File: src/rtl/sap_1_controller_sequencer_if.sv
// sap_1_controller_sequencer_if: opcode in, control word / ring state / halt out.
//   Opcode : IR upper nibble, into the sequencer
//   Con    : 12-bit control word {Cp,Ep,LmBar,CeBar,LiBar,EiBar,LaBar,Ea,Su,Eu,LbBar,LoBar}
//   T      : one-hot ring state, T[0]=T1 .. T[5]=T6
//   Hlt    : high while halted
interface sap_1_controller_sequencer_if;
    logic [3:0]  Opcode;
    logic [11:0] Con;
    logic [5:0]  T;
    logic        Hlt;
    modport master (input Opcode, output Con, output T, output Hlt);
    modport slave  (output Opcode, input Con, input T, input Hlt);
endinterface

File: src/rtl/sap_1_controller_sequencer.sv
// sap_1_controller_sequencer: SAP-1 six-state ring counter plus control matrix.
//   ClkN : system clock, state changes on its falling edge
//   Clr  : asynchronous active-high reset, returns to T1
//   bus  : master side of sap_1_controller_sequencer_if (Opcode in; Con, T, Hlt out)
// Optional HLT support is compiled in with SAP_1_CONTROLLER_HLT_EN.
module sap_1_controller_sequencer #(
    parameter logic [3:0] HLT_OPCODE = 4'b1111
) (
    input logic ClkN,
    input logic Clr,
    sap_1_controller_sequencer_if.master bus
);
    localparam logic [11:0] NOP = 12'h3E3;
    typedef enum logic {RUN, HALT} mode_t;
    mode_t       mode;
    logic [5:0]  ring;
    logic        halt_hit;
    logic [11:0] con;
    logic        is_lda, is_add, is_sub, is_out;
    assign is_lda = bus.Opcode == 4'b0000;
    assign is_add = bus.Opcode == 4'b0001;
    assign is_sub = bus.Opcode == 4'b0010;
    assign is_out = bus.Opcode == 4'b1110;
`ifdef SAP_1_CONTROLLER_HLT_EN
    assign halt_hit = ring == 6'b001000 && bus.Opcode == HLT_OPCODE;
`else
    logic unused_hlt_opcode;
    assign unused_hlt_opcode = ^HLT_OPCODE;
    assign halt_hit = 1'b0;
`endif
    // A non-one-hot ring (e.g. X at power-up) is forced back to T1.
    always_ff @(negedge ClkN or posedge Clr)
        if (Clr) begin
            ring <= 6'b000001;
            mode <= RUN;
        end else if (mode == RUN) begin
            if (halt_hit) mode <= HALT;
            else ring <= $onehot(ring) ? {ring[4:0], ring[5]} : 6'b000001;
        end
    always_comb begin
        con = mode == HALT ? NOP :
              ring[0] ? 12'h5E3 :
              ring[1] ? 12'hBE3 :
              ring[2] ? 12'h263 :
              ring[3] ? (is_lda || is_add || is_sub ? 12'h1A3 : is_out ? 12'h3F2 : NOP) :
              ring[4] ? (is_lda ? 12'h2C3 : is_add || is_sub ? 12'h2E1 : NOP) :
              ring[5] ? (is_add ? 12'h3C7 : is_sub ? 12'h3CF : NOP) : NOP;
    end
    assign bus.Con = con;
    assign bus.T   = ring;
    assign bus.Hlt = mode == HALT;
endmodule
File: src/flat_wrapper.sv
// flat-port wrapper written by rule: the top's interface ports become plain ports
module sap_1_controller_sequencer_flat 
#(
    parameter logic [3:0] HLT_OPCODE = 4'b1111
)
  (ClkN, Clr, bus_Opcode, bus_Con, bus_T, bus_Hlt);
  sap_1_controller_sequencer_if bus_i ();
  input logic ClkN;
  input logic Clr;
  input wire logic [$bits(bus_i.Opcode)-1:0] bus_Opcode;
  output wire logic [$bits(bus_i.Con)-1:0] bus_Con;
  output wire logic [$bits(bus_i.T)-1:0] bus_T;
  output wire logic [$bits(bus_i.Hlt)-1:0] bus_Hlt;
  assign bus_i.Opcode = bus_Opcode;
  assign bus_Con = bus_i.Con;
  assign bus_T = bus_i.T;
  assign bus_Hlt = bus_i.Hlt;
  sap_1_controller_sequencer #(.HLT_OPCODE(HLT_OPCODE)) u_core (.ClkN(ClkN), .Clr(Clr), .bus(bus_i));
endmodule
File: config.mk
export PLATFORM = sky130hd
export DESIGN_NAME = sap_1_controller_sequencer_flat
export DESIGN_NICKNAME = d
export VERILOG_FILES = /design/src/rtl/sap_1_controller_sequencer_if.sv /design/src/rtl/sap_1_controller_sequencer.sv /design/src/flat_wrapper.sv
export SDC_FILE = /design/constraint.sdc
export NUM_CORES = 1
export LEC_CHECK = 0
export ABC_AREA = 1
export BUFFER_PORTS_ARGS = -buffer_cell sky130_fd_sc_hd__buf_2
export CAP_MARGIN = 5
export CORE_AREA = 3 3 45 47
export DETAILED_ROUTE_END_ITERATION = 10
export DIE_AREA = 0 0 48 50
export SLEW_MARGIN = 20
export SYNTH_ARGS = -nofsm -noshare
export SYNTH_HDL_FRONTEND = slang
export SYNTH_SLANG_ARGS = --single-unit
File: constraint.sdc
create_clock -name ClkN -period 1.9 [get_ports ClkN]
set_input_delay 0.095 -clock ClkN [delete_from_list [all_inputs] [get_ports ClkN]]
set_output_delay 0.095 -clock ClkN [all_outputs]
set_load 0.01 [all_outputs]
### Word-level counts from Yosys, hierarchy flattened

Index checks and enable logic that the tools add are counted.

| operators by class | value |
|---|---|
| add/subtract/negate cells | 5 |
| equality and inequality tests | 4 |
| mux-type cells | 15 |
| reductions and logical operators | 4 |

Operator list:

| cell | number |
|---|---|
| two-way mux 12 bit | 10 |
| two-way mux 6 bit | 2 |
| two-way mux 9 bit | 1 |
| adder 1 x 1 -> 2 bit | 3 |
| adder 3 bit | 2 |
| two-way mux 5 bit | 1 |
| == test 4 x 1 -> 1 bit, second input constant | 1 |
| == test 4 x 2 -> 1 bit, second input constant | 1 |
| == test 4 bit, second input constant | 1 |
| logical NOT 4 bit | 1 |
| == test 3 x 1 -> 1 bit, second input constant | 1 |
| logical OR 1 bit | 3 |
| two-way mux 1 bit | 1 |

| storage, ports and cells | value |
|---|---|
| flip-flop bits (word level) | 7 |
| input port bits | 6 |
| output and inout bits | 19 |
| logic and storage cells | 30 |

### Logic depth before layout (Yosys ltp)

Gate-level depths: netlist of run 1.

| depth | value |
|---|---|
| depth after elaboration | 10 |
| depth in mapped cells | 9 |
| gate-level depth less buffers | 9 |

==> reports/results.ini, run 1 <==
[status]
status=complete, but fails checks
violations=negative setup slack

[critical_path]
crit_type=flop to output pin
critPathMaxFanout=4
crit_path_end_kind=output pin
path_cells=buf_4 -> buf_6 -> buf_4 -> buf_6
critical_path_arrival_ps=2260
rr_startpoint=u_core.bus.T[0]$_DFF_NP1_
crit_path_max_incr_delay_ps=590
start_kind=flop
required_ps=1800
startpoint=u_core.bus.T[0]$_DFF_NP1_
critPathSlowestCell=dfstp_2

[min_path]
hp-class=input port to output pin
hp-start=bus_Opcode[3]

[synthesis]
ys_warn_count=0
muxShareOfSynthArea_pct=0
synth_top_family_by_area=simple AND/OR/NAND/NOR gates
synth_compound_area_share_pct=0.9479
synthXorXnorAreaFrac_pct=0
yosys.area_share.simple_pct=35.31
synth-seq-cells=6
synth_area_sq_um=528.0
synth_adder_area_share_pct=19.43
synth_nets=89
ys_types=17
ys_seq_area_share_pct=28.67
syn_avg_cell_area_sq_um=6.947
syn_inst=76

[power]
p_switching_mw=0.06582
power.share.clock_pct=47.7
power_mw=0.2841
worst_ir_drop_vdd_mv=0.4940
power.combinational.fraction_pct=6.9
swShare_pct=23.17
p_int_mw=0.2182
seq_power_share_pct=45.4
powerDensity_nw_per_um2=268.4
p_leak_nw=0.5239

[clock_tree]
htreeDepth=1
cts_tree=yes
numClockSinks=6
clkLatencyLatePin_ps=300
cts_buffers=3
clk_pin_slew_ps=30
clk_path_buf_depth=2
cts_root_buf=clkbuf_4

[drt]
wl_per_cell_um=10.30
drtPass1Iterations=2
num_vias=635
detail_route.vias_per_cell=4.536
drtAntennaViolNets=0
drtIter0Drc=2
drt-total-wl_mm=1.442
drc=0

[cells_and_area]
n_fill_cell=142
n_antenna_cell=0
nets=137
fin_util_pct=62.67
seq_area_sq_um=151.4
largest_reg_flops=6
area_growth_pct=100.5
drive_gt1_share_pct=67.48
multiInputGateArea_sq_um=432.9

[floorplanning]
dieArea_sq_um=2400
io_pins=25
initial_core_util_pct=31.26
die_x_um=48
die_h_um=50
rows=15
core_sq_um=1689

[timing]
tns_ps=-7808
finalSetupViolations=24
whs_ps=554.8
drv_slew=0
setup_slack_ps=-453.0
fin_skew_ps=42.38
rsz0062_at_grt=yes
finalHoldViolations=0

[global_routing]
grt_usage_pct=14.86
grt_pass1_vias=607
grt_max_degree=7
overflow=0
antenna_found_initial=0
grt_pass1_wl_mm=2.511

[placement]
portBuffers=23
dp.final_hpwl_mm=1.064
place_congestion=0.7433

[flow_run]
cap_viol_max_count=0

## layout make-up
class / count / area share (%)
multi-input cells: 51 / 40.90
repair buffers: 45 / 34.04
flip-flops and latches: 6 / 14.30
inverters: 16 / 5.910
clock buffers: 4 / 2.482
well taps: 17 / 2.009
clock inverters: 1 / 0.3546
## cells by family (layout without fill, tap and decap cells)
group / after synthesis / count (layout)
compound gates: 1 / 1
simple gates: 42 / 42
buf+inv: 19 / 66
flops: 6 / 6
other cells: 1 / 1
fa+ha+maj: 7 / 7
## timing repair
item                       4_1_cts  5_1_grt
gates resized for setup         28       11
pin swaps                        5        2
setup endpoints to repair       24       24
hold buffers                     0        0
setup buffers                    5        7
## cells in the mapped netlist
library cell / n / area share, %
buf_4: 2 / 2.8
conb_1: 1 / 0.71
dfrtn_1: 5 / 24
dfstp_2: 1 / 5.0
fa_1: 2 / 7.6
ha_1: 5 / 12
inv_1: 15 / 11
inv_2: 2 / 1.4
nand2_1: 11 / 7.8
nand3_1: 4 / 3.8
nand3_2: 1 / 1.9
nand4_1: 1 / 1.2
nor2_1: 19 / 14
nor2_2: 4 / 4.7
o21ai_1: 1 / 0.95
or2_1: 1 / 1.2
or2_2: 1 / 1.2
## metrics by stage
step | setup slack [ps] | cell area (sq um) | std cells
floorplan | -85.96 | 578.1 | 76
global placement | -153.7 | 797.0 | 127
detailed placement | -166.6 | 797.0 | 127
CTS | -438.1 | 979.7 | 135
global route | -507.1 | 1059 | 140
finish | -453.0 | 1059 | 140
## per-layer routing
layer	GRT usage, %	up-vias	wire length (um)
met2	24.89	13	813
met5	0	-	0
li1	-	315	-
met3	5.474	4	65
met1	17.00	303	549
met4	4.036	0	14
## critical path: cells and delay by family (launching register included)
family	cells	cell delay [ps]
DFF	1	590
buffers and inverters	4	410
## placed cells by master, fill, tap and decap left out, types with 2 or more instances in the layout
| master | Yosys | routed |
|---|---|---|
| nand3_4 | 0 | 2 |
| buf_4 | 2 | 14 |
| buf_6 | 0 | 16 |
| clkbuf_4 | 0 | 3 |
| dfrtn_1 | 5 | 5 |
| nor2_2 | 4 | 13 |
| nand2_1 | 11 | 9 |
| inv_1 | 15 | 11 |
| nor2_4 | 0 | 4 |
| buf_2 | 0 | 15 |
| inv_2 | 2 | 5 |
| nand3_2 | 1 | 2 |
| ha_4 | 0 | 3 |
| nor2_1 | 19 | 6 |
| ha_1 | 5 | 2 |
## final timing paths
check | end | slack, ps | depth (start not counted)
min reg2reg | u_core.bus.T[0]$_DFF_NP1_ | 620 | 3
max reg2reg | u_core.bus.T[3]$_DFF_NP0_ | -310 | 10
max | bus_Con[10] | -450 | 4
min in group asynchronous | u_core.bus.T[3]$_DFF_NP0_ | 570 | 2
max in group asynchronous | u_core.bus.T[0]$_DFF_NP1_ | 1010 | 2
min | bus_Con[3] | 550 | 5
## power by group through the flow
stage / Clock [mW] / Combinational, mW / Sequential, mW
2_1_floorplan: 0.00659 / 0.0126 / 0.131
3_3_place_gp: 0.00659 / 0.0188 / 0.131
3_5_place_dp: 0.00659 / 0.0193 / 0.131
4_1_cts: 0.141 / 0.0196 / 0.129
5_1_grt: 0.152 / 0.0228 / 0.129
6_report: 0.136 / 0.0195 / 0.129
Note: power is estimated with default switching activity, not from simulation.
==> run 2: changes to the inputs <==
CORE_AREA = 2 2 44 46   (was 3 3 45 47)
DIE_AREA = 0 0 46 48   (was 0 0 48 50)
==> run 2 against run 1 <==
Compared with the run above: global-route usage down 0.77 points; cell count grew 2.1%; clock power about the same; critical path depth is 1 higher; sequential cell count did not move; the flow still finishes with violations (negative setup slack); final area increased by 1.4%.
==> reports/results.ini, run 2 (synthesis gave the netlist of run 1 again) <==
[floorplanning]
die_h_um=48
die_x_um=46
dieArea_sq_um=2208
core_sq_um=1689
io_pins=25
initial_core_util_pct=31.26
rows=15

[cells_and_area]
mostFrequentLayoutCell=buf_6
area_growth_pct=103.3
drive_gt1_share_pct=67.46
largest_reg_flops=6
postLayoutCellArea_sq_um=1074
n_fill_cell=136
nets=140
layout_common_cells=buf_6 (18), buf_4 (16), buf_2 (14)
n_antenna_cell=0
seq_area_sq_um=151.4
multiInputGateArea_sq_um=415.4

[min_path]
min_path_cells=5
hp-class=input port to output pin

[timing]
whs_ps=558.5
drv_slew=0
finalSetupViolations=24
fin_skew_ps=49.77
setup_slack_ps=-443.6
rsz0062_at_grt=yes
finalHoldViolations=0

[clock_tree]
clk_path_buf_depth=2
cts_root_buf=clkbuf_4
htreeDepth=1
clkLatencyLatePin_ps=300
numClockSinks=6
clk_pin_slew_ps=40
cts_buffers=3
cts_tree=yes

[global_routing]
grt_max_degree=7
overflow=0
grt_pass1_wl_mm=2.194
antenna_found_initial=0
grt_pass1_vias=550
grt_usage_pct=14.10

[critical_path]
crit_path_end_kind=output pin
worst_r2r_path_depth=10
required_ps=1800
start_kind=flop
crit_type=flop to output pin
critPathMaxFanout=3
critical_path_arrival_ps=2250

[drt]
num_vias=620
wl_per_cell_um=10.56
drtPass1Iterations=3
detail_route.vias_per_cell=4.336
drc=0
drtIter0Drc=6
drtAntennaViolNets=0
drt-total-wl_mm=1.510

[power]
power_mw=0.2862
powerDensity_nw_per_um2=266.6
worst_ir_drop_vdd_mv=0.3873
p_leak_nw=0.5405

[status]
violations=negative setup slack
status=complete, but fails checks

[flow_run]
cap_viol_max_count=0

[placement]
dp.final_hpwl_mm=1.127
place_congestion=0.7177
postPlaceCellArea_sq_um=812.0
portBuffers=23
post-place-ws_ps=-159.3

==> run 2: cell count changes in the layout (fill, tap and decap cells not counted) <==
cell and delta:
buf_4 +2, nor2_2 -2, ha_2 +1, nor2_1 +3, nand3_4 -1, buf_2 -1, nor2_4 -1, inv_1 -1
inv_2 +1, ha_1 -1, nand3_2 +1, buf_6 +2
==> run 2: final timing paths <==
path,from,end,slack (ps)
worst max-delay path,u_core.bus.T[4]$_DFF_NP0_,bus_Con[1],-440
min in group asynchronous,Clr,u_core.bus.T[3]$_DFF_NP0_,580
worst max register to register,u_core.bus.T[0]$_DFF_NP1_,u_core.bus.T[1]$_DFF_NP0_,-330
worst min-delay path,bus_Opcode[3],bus_Con[3],560
worst min register to register,u_core.bus.T[5]$_DFF_NP0_,u_core.bus.T[0]$_DFF_NP1_,570
max in group asynchronous,Clr,u_core.bus.T[0]$_DFF_NP1_,1000
==> run 2: timing repair <==
action                                  in CTS  in global routing
hold buffers                                 0                  0
endpoints found under the setup margin      24                 24
buffers inserted                             6                  8
resized for setup                           18                 21
pin swaps                                    8                  4
==> run 2: worst max-delay path, stage by stage, from the launching register on <==
cell     delay, ps
dfrtn_1        450
inv_2           60
nor2_4         100
nand3_2        100
or2_1          200
buf_2          140
==> run 2: power breakdown <==
group	total, mW	switching, mW	internal (mW)
registers	0.129	0	0.129
clock network	0.138	0.0553	0.0827
logic	0.0193	0.0126	0.00667
total	0.286	0.0679	0.218
==> run 2: area by class of cell <==
| cell class | instances | area share, % |
|---|---|---|
| multi-input cells | 51 | 38.69 |
| repair buffers | 48 | 36.60 |
| flip-flops and latches | 6 | 14.10 |
| inverters | 16 | 5.828 |
| clock buffers | 4 | 2.448 |
| well taps | 17 | 1.981 |
| clock inverters | 1 | 0.3497 |
==> run 2: metal layers <==
metal	vias to the layer above	share of wire [%]	GRT usage (%)	routed length [um]
met5	-	0	0	0
met4	0	0	3.429	0
met3	0	2.6	3.396	40
met2	11	56	25.28	845
met1	286	41	16.93	623
li1	323	-	-	-
==> run 2: stage by stage <==
stage	utilization [%]	TNS [ps]	cells
6_report	63.56	-7710	143
5_1_grt	63.56	-8965	143
4_1_cts	56.74	-6882	138
3_5_place_dp	48.07	-1740	129
3_3_place_gp	48.07	-1506	129
2_1_floorplan	-	-567.1	76
